<file path="src/rtl/operand_loader_pkg.sv">
// rtl/operand_loader_pkg.sv - shared types and limits for the operand loader
package operand_loader_pkg;

  localparam int MAX_WIDTH = 32;

  typedef enum logic [1:0] {
    ST_IDLE   = 2'd0,
    ST_LOAD_A = 2'd1,
    ST_LOAD_B = 2'd2,
    ST_VALID  = 2'd3
  } state_t;

endpackage

</file>
<file path="src/rtl/operand_loader.sv">
// rtl/operand_loader.sv - serial MSB-first deserialiser for an A/B operand pair
// Ports:
//   clk, rst_n          rising-edge clock, async active-low reset
//   ena                 global enable; low freezes all state
//   start               begin a new frame (aborts any frame in progress)
//   bit_in, bit_valid   serial data and its strobe
//   ina, inb            assembled operands
//   out_valid/out_ready pair handshake to the arithmetic stage
//   busy                loading A or B
//   overrun             sticky: a bit arrived while a pair was pending
//   bit_count           bits captured into the current operand
module operand_loader
  import operand_loader_pkg::*;
#(
  parameter int WIDTH = 8,
  parameter int CNT_W = $clog2(WIDTH + 1)
) (
  input  logic             clk,
  input  logic             rst_n,
  input  logic             ena,
  input  logic             start,
  input  logic             bit_in,
  input  logic             bit_valid,
  output logic [WIDTH-1:0] ina,
  output logic [WIDTH-1:0] inb,
  output logic             out_valid,
  input  logic             out_ready,
  output logic             busy,
  output logic             overrun,
  output logic [CNT_W-1:0] bit_count
);

  if (WIDTH < 1 || WIDTH > MAX_WIDTH) begin : g_width_check
    $error("operand_loader: WIDTH out of range");
  end

  localparam logic [CNT_W-1:0] LAST_BIT = CNT_W'(WIDTH - 1);

  state_t           state_q, state_d;
  logic [WIDTH-1:0] ina_q, ina_d;
  logic [WIDTH-1:0] inb_q, inb_d;
  logic [CNT_W-1:0] cnt_q, cnt_d;
  logic             out_valid_q, out_valid_d;
  logic             busy_q, busy_d;
  logic             overrun_q, overrun_d;

  // State/count as seen by this cycle's bit: a start restarts the frame
  // first, so a bit arriving with start lands as the first bit of new A.
  state_t           eff_state;
  logic [CNT_W-1:0] eff_cnt;

  always_comb begin
    state_d   = state_q;
    ina_d     = ina_q;
    inb_d     = inb_q;
    cnt_d     = cnt_q;
    overrun_d = overrun_q;
    eff_state = state_q;
    eff_cnt   = cnt_q;

    if (ena) begin
      if (start) begin
        eff_state = ST_LOAD_A;
        eff_cnt   = '0;
        state_d   = ST_LOAD_A;
        cnt_d     = '0;
      end

      case (eff_state)
        ST_LOAD_A: begin
          if (bit_valid) begin
            // Shift form also covers WIDTH=1, where it reduces to a load.
            ina_d = (ina_q << 1) | WIDTH'(bit_in);
            if (eff_cnt == LAST_BIT) begin
              cnt_d   = '0;
              state_d = ST_LOAD_B;
            end else begin
              cnt_d = eff_cnt + CNT_W'(1);
            end
          end
        end
        ST_LOAD_B: begin
          if (bit_valid) begin
            inb_d = (inb_q << 1) | WIDTH'(bit_in);
            if (eff_cnt == LAST_BIT) begin
              cnt_d   = '0;
              state_d = ST_VALID;
            end else begin
              cnt_d = eff_cnt + CNT_W'(1);
            end
          end
        end
        ST_VALID: begin
          // The pair is still pending while this bit arrives; it is dropped.
          if (bit_valid) begin
            overrun_d = 1'b1;
          end
          if (out_ready) begin
            state_d = ST_IDLE;
          end
        end
        default: begin
        end
      endcase
    end

    out_valid_d = (state_d == ST_VALID);
    busy_d      = (state_d == ST_LOAD_A) || (state_d == ST_LOAD_B);
  end

  always_ff @(posedge clk or negedge rst_n) begin
    if (!rst_n) begin
      state_q     <= ST_IDLE;
      ina_q       <= '0;
      inb_q       <= '0;
      cnt_q       <= '0;
      out_valid_q <= 1'b0;
      busy_q      <= 1'b0;
      overrun_q   <= 1'b0;
    end else begin
      state_q     <= state_d;
      ina_q       <= ina_d;
      inb_q       <= inb_d;
      cnt_q       <= cnt_d;
      out_valid_q <= out_valid_d;
      busy_q      <= busy_d;
      overrun_q   <= overrun_d;
    end
  end

  assign ina       = ina_q;
  assign inb       = inb_q;
  assign out_valid = out_valid_q;
  assign busy      = busy_q;
  assign overrun   = overrun_q;
  assign bit_count = cnt_q;

endmodule

</file>
<file path="config.mk">
export PLATFORM = sky130hd
export DESIGN_NAME = operand_loader
export DESIGN_NICKNAME = d
export VERILOG_FILES = /design/src/rtl/operand_loader_pkg.sv /design/src/rtl/operand_loader.sv
export SDC_FILE = /design/constraint.sdc
export NUM_CORES = 1
export LEC_CHECK = 0
export BUFFER_PORTS_ARGS = -buffer_cell sky130_fd_sc_hd__clkbuf_2
export CAP_MARGIN = 20
export CORE_ASPECT_RATIO = 0.5
export CORE_UTILIZATION = 35
export DETAILED_ROUTE_END_ITERATION = 7
export PLACE_DENSITY_LB_ADDON = 0.08
export SYNTH_ARGS = -nofsm -noshare
export SYNTH_HDL_FRONTEND = slang
export SYNTH_SLANG_ARGS = --single-unit
</file>
<file path="constraint.sdc">
create_clock -name clk -period 2.5 [get_ports clk]
set_input_delay 0.5 -clock clk [delete_from_list [all_inputs] [get_ports clk]]
set_output_delay 0.5 -clock clk [all_outputs]
set_load 0.02 [all_outputs]
</file>
==> results_dict.tcl, run 1 <==
set metrics [dict create \
    place_congestion 0.717 \
    globalRouteMet3Util_pct 5.25 \
    leakagePower_nw 0.703 \
    synth_top_cell_area_share_pct 53.5 \
    ys_types 32 \
    power_density_nw_per_um2 708 \
    seq_area_frac_synth_pct 53.5 \
    routed_wirelength_um 2010 \
    cts_setup_buffers 0 \
    firstDrtPassIters 4 \
    post_drt_wl_per_cell_um 12.6 \
    total_power_w 0.000996 \
    rsz0062_at_grt "false" \
    cts_tree "done" \
    path_clk_slew_ns 0.10 \
    critPathSlowestCell "dfrtp_1" \
    fin_tns_setup_ns 0 \
    cts_inserted_buffers 3 \
    cts-resized-gates 0 \
    crit_path_frequent_cell "ha_1" \
    cts_sinks 25 \
    cp.arrival_ns 2.13 \
    ys_seq_elements 25 \
    period_share_pct 79.0 \
    hpwl_um 1500 \
    tightest_slew_ns 0.614 \
    synth.cell_area_um2 1170 \
    drive_gt1_share_pct 46.2 \
    drc_errors 0 \
    critPathKind "flip-flop to flip-flop" \
    synth_nets 101 \
    first_global_vias 745 \
    gr-usage-met1_pct 17.7 \
    hold_path_class "input port to asynchronous set/reset pin" \
    die_h_um 42.9 \
    core_area_um2 3080 \
    synth_top_area_cell "dfrtp_1" \
    num-nets-final 133 \
    worst_setup_path_start_kind "flip-flop" \
    slowest_delay_ns 0.40 \
    overflow 0 \
    htree_levels 1 \
    clock_path_buffers 2 \
    synthTopCellsByCount "dfrtp_1 (25), mux2_2 (17), ha_1 (6)" \
    row_count 14 \
    vias 795 \
    antenna_found_initial 0 \
    irDropWorstVdd_uv 257 \
    worstSetupEndpointType "flip-flop" \
    grtUsageTotal_pct 12.9 \
    fmax_mhz 506 \
    syn_area_per_cell_um2 13.3 \
    yosysMostFrequentCell "dfrtp_1" \
    final_hold_viol_count 0 \
    ys_top_cells_by_area "dfrtp_1 (53%), mux2_2 (16%), ha_1 (6.4%), nor2b_1 (2.7%), nand3_2 (1.7%)" \
    setup-violations-final 0 \
    synthArstFlopShare_pct 100 \
    cts_root_buf "clkbuf_8" \
    required_ns 2.66 \
    yosys_warnings 0 \
    whs_ns 0.221 \
    grt_max_degree 26 \
    period_minus_slack_ns 1.97 \
    port_buffers 29 \
    worstPathCellList "or2_2 > ha_1 > nor2b_1 > o31a_1 > a211o_1 > ha_1" \
    slew_headroom_pct 59.1 \
    cp_max_fo 3 \
    grt.met2_usage_pct 19.5 \
    finClkSkew_ns 0.00538 \
    worstPathBufferInverterCount 0 \
    ys.flop_type "dfrtp_1" \
    top_usage_layer "met2" \
    start_util_pct 37.9 \
    cp_top_family "adder cells" \
    design.die.area_um2 3590 \
    dr.first_iter.drc_count 13 \
    num_io_pins 30 \
    synth_edf_count 0 \
    synthCells 88 \
    worstSkewPairLatency_ns 0.27 \
    syn2layout_area_growth_pct 20.2 \
    drt.antenna.violating_nets 0 \
    nFillCells 307 \
    diodes 0 \
    slew_violations 0 \
    maxCapViolCount 0 \
    status "completed" \
    grt_pass1_wl_um 3550 \
    die_w_um 83.8 \
    viasPerCell 5.00 \
    cts-hold-fix-buffers 0 \
]
-- kinds of logic (layout without fill, tap and decap cells) --
group | after synthesis | in the layout | share of synthesized area (%)
flops | 25 | 25 | 53.5
mux | 18 | 18 | 17.2
simple gates | 18 | 18 | 10.2
compound gates | 16 | 16 | 10.7
fa+ha+maj | 6 | 6 | 6.42
buf+inv | 5 | 36 | 2.03
-- layout by cell type (no fill, tap or decap) --
cell,n
inv_6,1
a21boi_0,1
a21o_1,1
o31a_1,1
buf_4,1
a32o_1,1
or2_2,1
nor2_1,1
a31o_2,1
dfrtp_1,25
o311ai_1,1
mux2i_1,1
o21ai_0,4
and2_1,1
mux2_2,17
o211a_1,1
nand3_1,1
nand2_1,1
a22o_1,1
a2bb2oi_1,2
nor3_1,1
nand4b_1,1
nand2b_1,2
o2bb2ai_1,1
clkbuf_2,29
ha_1,6
inv_1,2
clkbuf_8,3
a211o_1,1
or4b_1,1
and3_1,1
nand3_2,2
nor2b_1,5
-- per-layer routing --
layer  up-vias  part of all wire (%)
met3         2                   5.9
met4         0                  0.35
met1       383                    52
li1        388                     -
met2        22                    42
met5         -                     0
-- area by class of cell --
| cell class | count | area [um2] | share of cell area (%) |
|---|---|---|---|
| clock buffer | 3 | 41.3 | 2.94 |
| multi-input combinational | 58 | 520 | 37.0 |
| clock inverter | 1 | 8.76 | 0.623 |
| inverter | 2 | 7.51 | 0.534 |
| tap | 40 | 50.0 | 3.56 |
| sequential | 25 | 626 | 44.5 |
| timing repair buffer | 30 | 153 | 10.9 |
-- registers in the layout, indices dropped and copies added, names as in the netlist --
name       count
out_valid      1
overrun        1
busy           1
bit_count      4
state_q        2
ina            8
inb            8
-- worst register-to-register path, cell delays in order, from the launching register on --
cell and delay, ns:
dfrtp_1 0.40, or2_2 0.33, ha_1 0.23, nor2b_1 0.15, o31a_1 0.23, a211o_1 0.24, ha_1 0.29
-- power by group --
| part | total [W] | internal, W | switching [W] |
|---|---|---|---|
| logic | 0.000234 | 0.0000993 | 0.000135 |
| clock network | 0.000255 | 0.000117 | 0.000138 |
| registers | 0.000507 | 0.000464 | 0.0000424 |
-- per-stage QoR --
stage | util, % | instances | instance area, um2 | setup WS, ns
after floorplan | - | 88 | 1170 | 0.316
after global placement | 44.0 | 155 | 1360 | 0.284
after detailed placement | 44.0 | 155 | 1360 | 0.249
after CTS | 45.6 | 159 | 1410 | 0.527
after global routing | 45.6 | 159 | 1410 | 0.408
final | 45.6 | 159 | 1410 | 0.526
-- worst paths after layout --
path,startpoint,endpoint,slack [ns],cells past startpoint
max,state_q[0],busy,0.53,6
min,rst_n,ina[6],0.22,1
max reg2reg,state_q[0],busy,0.53,6
min reg2reg,overrun,overrun,0.48,1
max in group asynchronous,rst_n,busy,1.88,1
min in group clk,bit_in,ina[0],0.47,2
Power figures use the tool's default switching activity.
==> run 2, diff against run 1 <==
Clock period 2.5 ns to 1.9 ns, I/O delays scaled along.
==> run 2 against run 1 <==
Wire length is 7.7% higher. Cell area is 7.7% higher. Setup slack worse by 0.49 ns. Clock skew is 0.0021 ns lower. Clock power is 34% higher. Critical path type unchanged.
==> results_dict.tcl, run 2 (synthesized netlist as in run 1, its figures left out) <==
set metrics [dict create \
    status "completed" \
    worstSetupEndpointType "flip-flop" \
    cts_inserted_buffers 3 \
    period_minus_slack_ns 1.86 \
    fmax_mhz 536 \
    hold_path_class "input port to asynchronous set/reset pin" \
    firstDrtPassIters 3 \
    viasPerCell 4.90 \
    port_buffers 29 \
    drt.antenna.violating_nets 0 \
    place_area_um2 1440 \
    worst_setup_path_start_kind "flip-flop" \
    syn2layout_area_growth_pct 29.4 \
    cp.arrival_ns 2.03 \
    worstSkewPairLatency_ns 0.27 \
    grtUsageTotal_pct 13.4 \
    required_ns 2.07 \
    dr.first_iter.drc_count 25 \
    pre_cts_ws_ns -0.161 \
    final_cell_mix "clkbuf_2 (29), dfrtp_1 (25), mux2_2 (17)" \
    vias 824 \
    drive_gt1_share_pct 55.5 \
    cts_tree "done" \
    tightest_slew_ns 0.625 \
    leakagePower_nw 0.752 \
    worstPathCellList "or2_4 > ha_4 > nor2b_4 > o31a_1 > a211o_1 > ha_1" \
    design.die.area_um2 3590 \
    placedCellCount 165 \
    htree_levels 1 \
    power_density_nw_per_um2 880 \
    maxCapViolCount 0 \
    grt_pass1_wl_um 3700 \
    layout_commonest_cell "clkbuf_2" \
    row_count 14 \
    num_io_pins 30 \
    cp_top_family "compound AO/OA/AOI/OAI gates" \
    start_util_pct 37.9 \
    die_w_um 83.8 \
    num-nets-final 142 \
    final_hold_viol_count 0 \
    first_global_vias 791 \
    setup-violations-final 0 \
    cts_sinks 25 \
    period_share_pct 98.1 \
    hpwl_um 1570 \
    rsz0062_at_grt "true" \
    post_drt_wl_per_cell_um 12.9 \
    die_h_um 42.9 \
    finClkSkew_ns 0.00327 \
    routed_wirelength_um 2170 \
    whs_ns 0.0996 \
    critPathKind "flip-flop to flip-flop" \
    slew_headroom_pct 58.4 \
    cp_max_fo 3 \
    worstPathBufferInverterCount 0 \
    clock_path_buffers 2 \
    final_cells 168 \
    final_util_pct 49.1 \
    path_clk_slew_ns 0.10 \
    final_area_um2 1510 \
    fin_ws_ns 0.0355 \
    core_area_um2 3080 \
    slew_violations 0 \
    slowest_delay_ns 0.39 \
    critPathSlowestCell "dfrtp_1" \
    drc_errors 0 \
    overflow 0 \
    irDropWorstVdd_uv 319 \
    cts_root_buf "clkbuf_8" \
    grt_max_degree 26 \
    place_congestion 0.719 \
    diodes 0 \
    antenna_found_initial 0 \
]
[run 2: cell types whose count changed in the layout (fill, tap and decap cells not counted)]
cell and delta:
buf_4 +9, ha_1 -2, ha_2 +1, ha_4 +1, inv_1 -2, inv_2 +2
nand2b_1 -1, nand2b_4 +1, nor2b_1 -2, nor2b_4 +2, or2_2 -1, or2_4 +1
[run 2: final cells by class]
| class | count | area [um2] |
|---|---|---|
| inverter | 2 | 7.51 |
| tap | 40 | 50.0 |
| timing repair buffer | 39 | 220 |
| fill | 283 | 1570 |
| sequential | 25 | 626 |
| clock inverter | 1 | 8.76 |
| clock buffer | 3 | 41.3 |
| multi-input combinational | 58 | 561 |
[run 2: per-stage QoR]
stage / setup TNS, ns / power, W
after floorplan: -0.0150 / 0.000878
after global placement: -0.249 / 0.00100
after detailed placement: -0.239 / 0.00101
after CTS: 0 / 0.00136
after global routing: -0.0108 / 0.00141
final: 0 / 0.00133
[run 2: final timing paths]
kind / startpoint / end / cells past startpoint / slack (ns)
setup / recovery: state_q[0] / busy / 6 / 0.04
hold / removal: rst_n / bit_count[1] / 1 / 0.1
setup reg to reg: state_q[0] / busy / 6 / 0.04
hold reg to reg: overrun / overrun / 1 / 0.48
max in group asynchronous: rst_n / busy / 1 / 1.39
min in group clk: bit_in / inb[0] / 2 / 0.35
[run 2: power by group]
| part | internal [W] | total, W | leakage [nW] | switching (W) |
|---|---|---|---|---|
| clock network | 0.000154 | 0.000342 | 0.0261 | 0.000188 |
| logic | 0.000142 | 0.000332 | 0.405 | 0.000189 |
| registers | 0.000611 | 0.000659 | 0.320 | 0.0000485 |
[run 2: metal layers]
metal	part of all wire [%]	up-vias	global-route usage, %
met1	52	399	18.2
met5	0	-	0
met2	43	17	21.5
li1	-	406	-
met3	4.8	2	5.25
met4	0.32	0	1.02
[run 2: repair_timing]
item                                    CTS  global route
buffers inserted                          0             0
hold buffers                              0             0
endpoints found under the setup margin    1             1
resized for setup                         1             6
pin swaps                                 0             5
==> run 3, diff against run 2 <==
Clock period 1.9 ns to 1.8 ns, I/O delays scaled along.
==> run 3 against run 2 <==
Total power up 6.2%. Setup slack worse by 0.035 ns. Clock skew up 0.0019 ns. Combinational power up 9.3%. Sequential share of layout area down 2.0 points.
==> results_dict.tcl, run 3 (synthesized netlist as in run 1, its figures left out) <==
set metrics [dict create \
    port_buffers 29 \
    regToRegSetupSlack_ns 0.0006 \
    die_h_um 42.9 \
    routed_wirelength_um 2240 \
    slew_violations 0 \
    clock_path_buffers 2 \
    final_util_pct 51.6 \
    path_clk_slew_ns 0.09 \
    worstSkewPairLatency_ns 0.27 \
    cp_max_fo 3 \
    slew_headroom_pct 59.0 \
    die_w_um 83.8 \
    worst_setup_path_start_kind "flip-flop" \
    syn2layout_area_growth_pct 36.0 \
    viasPerCell 4.92 \
    grt_pass1_wl_um 3860 \
    finClkSkew_ns 0.00520 \
    grt.met2_usage_pct 22.1 \
    cts-hold-fix-buffers 0 \
    globalRouteMet3Util_pct 4.86 \
    critPathKind "flip-flop to flip-flop" \
    num_io_pins 30 \
    required_ns 1.97 \
    htree_levels 1 \
    first_global_vias 834 \
    drt.antenna.violating_nets 0 \
    irDropWorstVdd_uv 481 \
    rsz0062_at_grt "true" \
    maxCapViolCount 0 \
    cts_root_buf "clkbuf_8" \
    status "completed" \
    firstDrtPassIters 3 \
    cp.arrival_ns 1.97 \
    final_hold_viol_count 0 \
    overflow 0 \
    setup-violations-final 0 \
    dr.first_iter.drc_count 33 \
    cts_tree "done" \
    layout_commonest_cell "clkbuf_2" \
    drive_gt1_share_pct 60.9 \
    fin_tns_setup_ns 0 \
    core_area_um2 3080 \
    fin_ws_ns 0.000612 \
    leakagePower_nw 0.775 \
    row_count 14 \
    period_share_pct 100 \
    start_util_pct 37.9 \
    drc_errors 0 \
    top_usage_layer "met2" \
    post_drt_wl_per_cell_um 13.0 \
    gr-usage-met1_pct 18.7 \
    tightest_slew_ns 0.614 \
    cts_inserted_buffers 3 \
    hpwl_um 1680 \
    place_congestion 0.716 \
    grtUsageTotal_pct 13.9 \
    period_minus_slack_ns 1.80 \
    cts_sinks 25 \
    grt_max_degree 26 \
    worstSetupEndpointType "flip-flop" \
    fmax_mhz 556 \
    pre_cts_ws_ns -0.242 \
    antenna_found_initial 0 \
    nFillCells 298 \
    hold_path_class "input port to asynchronous set/reset pin" \
    vias 851 \
    power_density_nw_per_um2 890 \
    num-nets-final 147 \
    diodes 0 \
    final_cell_mix "clkbuf_2 (29), dfrtp_1 (25), mux2_2 (16)" \
    design.die.area_um2 3590 \
]
-- run 3: per-layer routing --
layer,up-vias,share of wire [%]
li1,410,-
met1,420,50
met2,17,45
met3,4,4.5
met4,0,0.85
met5,-,0
-- run 3: power breakdown --
group          internal (W)  total [W]  switching (W)
logic              0.000161   0.000363       0.000201
registers          0.000645   0.000699      0.0000540
clock network      0.000162   0.000354       0.000192
-- run 3: stage by stage --
step	hold WS (ns)	instance area, um2	total power (W)	std cells
4_1_cts	0.108	1560	0.00143	173
3_5_place_dp	0.407	1470	0.00107	168
2_1_floorplan	0.0644	1190	0.000926	88
3_3_place_gp	0.410	1470	0.00106	168
5_1_grt	0.123	1590	0.00150	173
6_report	0.0818	1590	0.00142	173
-- run 3: worst paths after layout --
kind                                end  startpoint  cells after the start
min in group clk                 inb[0]      bit_in                      2
setup reg to reg                   busy  state_q[0]                      6
hold reg to reg                 overrun     overrun                      1
hold / removal             bit_count[3]       rst_n                      1
max in group asynchronous    state_q[1]       rst_n                      1
setup / recovery                   busy  state_q[0]                      6
-- run 3: worst max-delay path, cell delays in order, from the launching register on --
cell and delay [ns]:
dfrtp_1 0.40, or2_4 0.26, ha_4 0.17, nor2b_4 0.12, o31a_1 0.22, a211o_1 0.24, ha_1 0.27
-- run 3: cell type report --
| class | instances | area, um2 | area share (%) |
|---|---|---|---|
| Sequential cell | 25 | 626 | 39.3 |
| Multi-Input combinational cell | 58 | 597 | 37.5 |
| Timing Repair Buffer | 44 | 262 | 16.4 |
| Tap cell | 40 | 50.0 | 3.14 |
| Clock buffer | 3 | 41.3 | 2.59 |
| Clock inverter | 1 | 8.76 | 0.550 |
| Inverter | 2 | 7.51 | 0.472 |
-- run 3: what timing repair did --
action                                  in CTS  in global routing
endpoints found under the setup margin       4                 17
resized for setup                            7                  9
setup buffers                                2                  0
pin swaps                                    4                  1
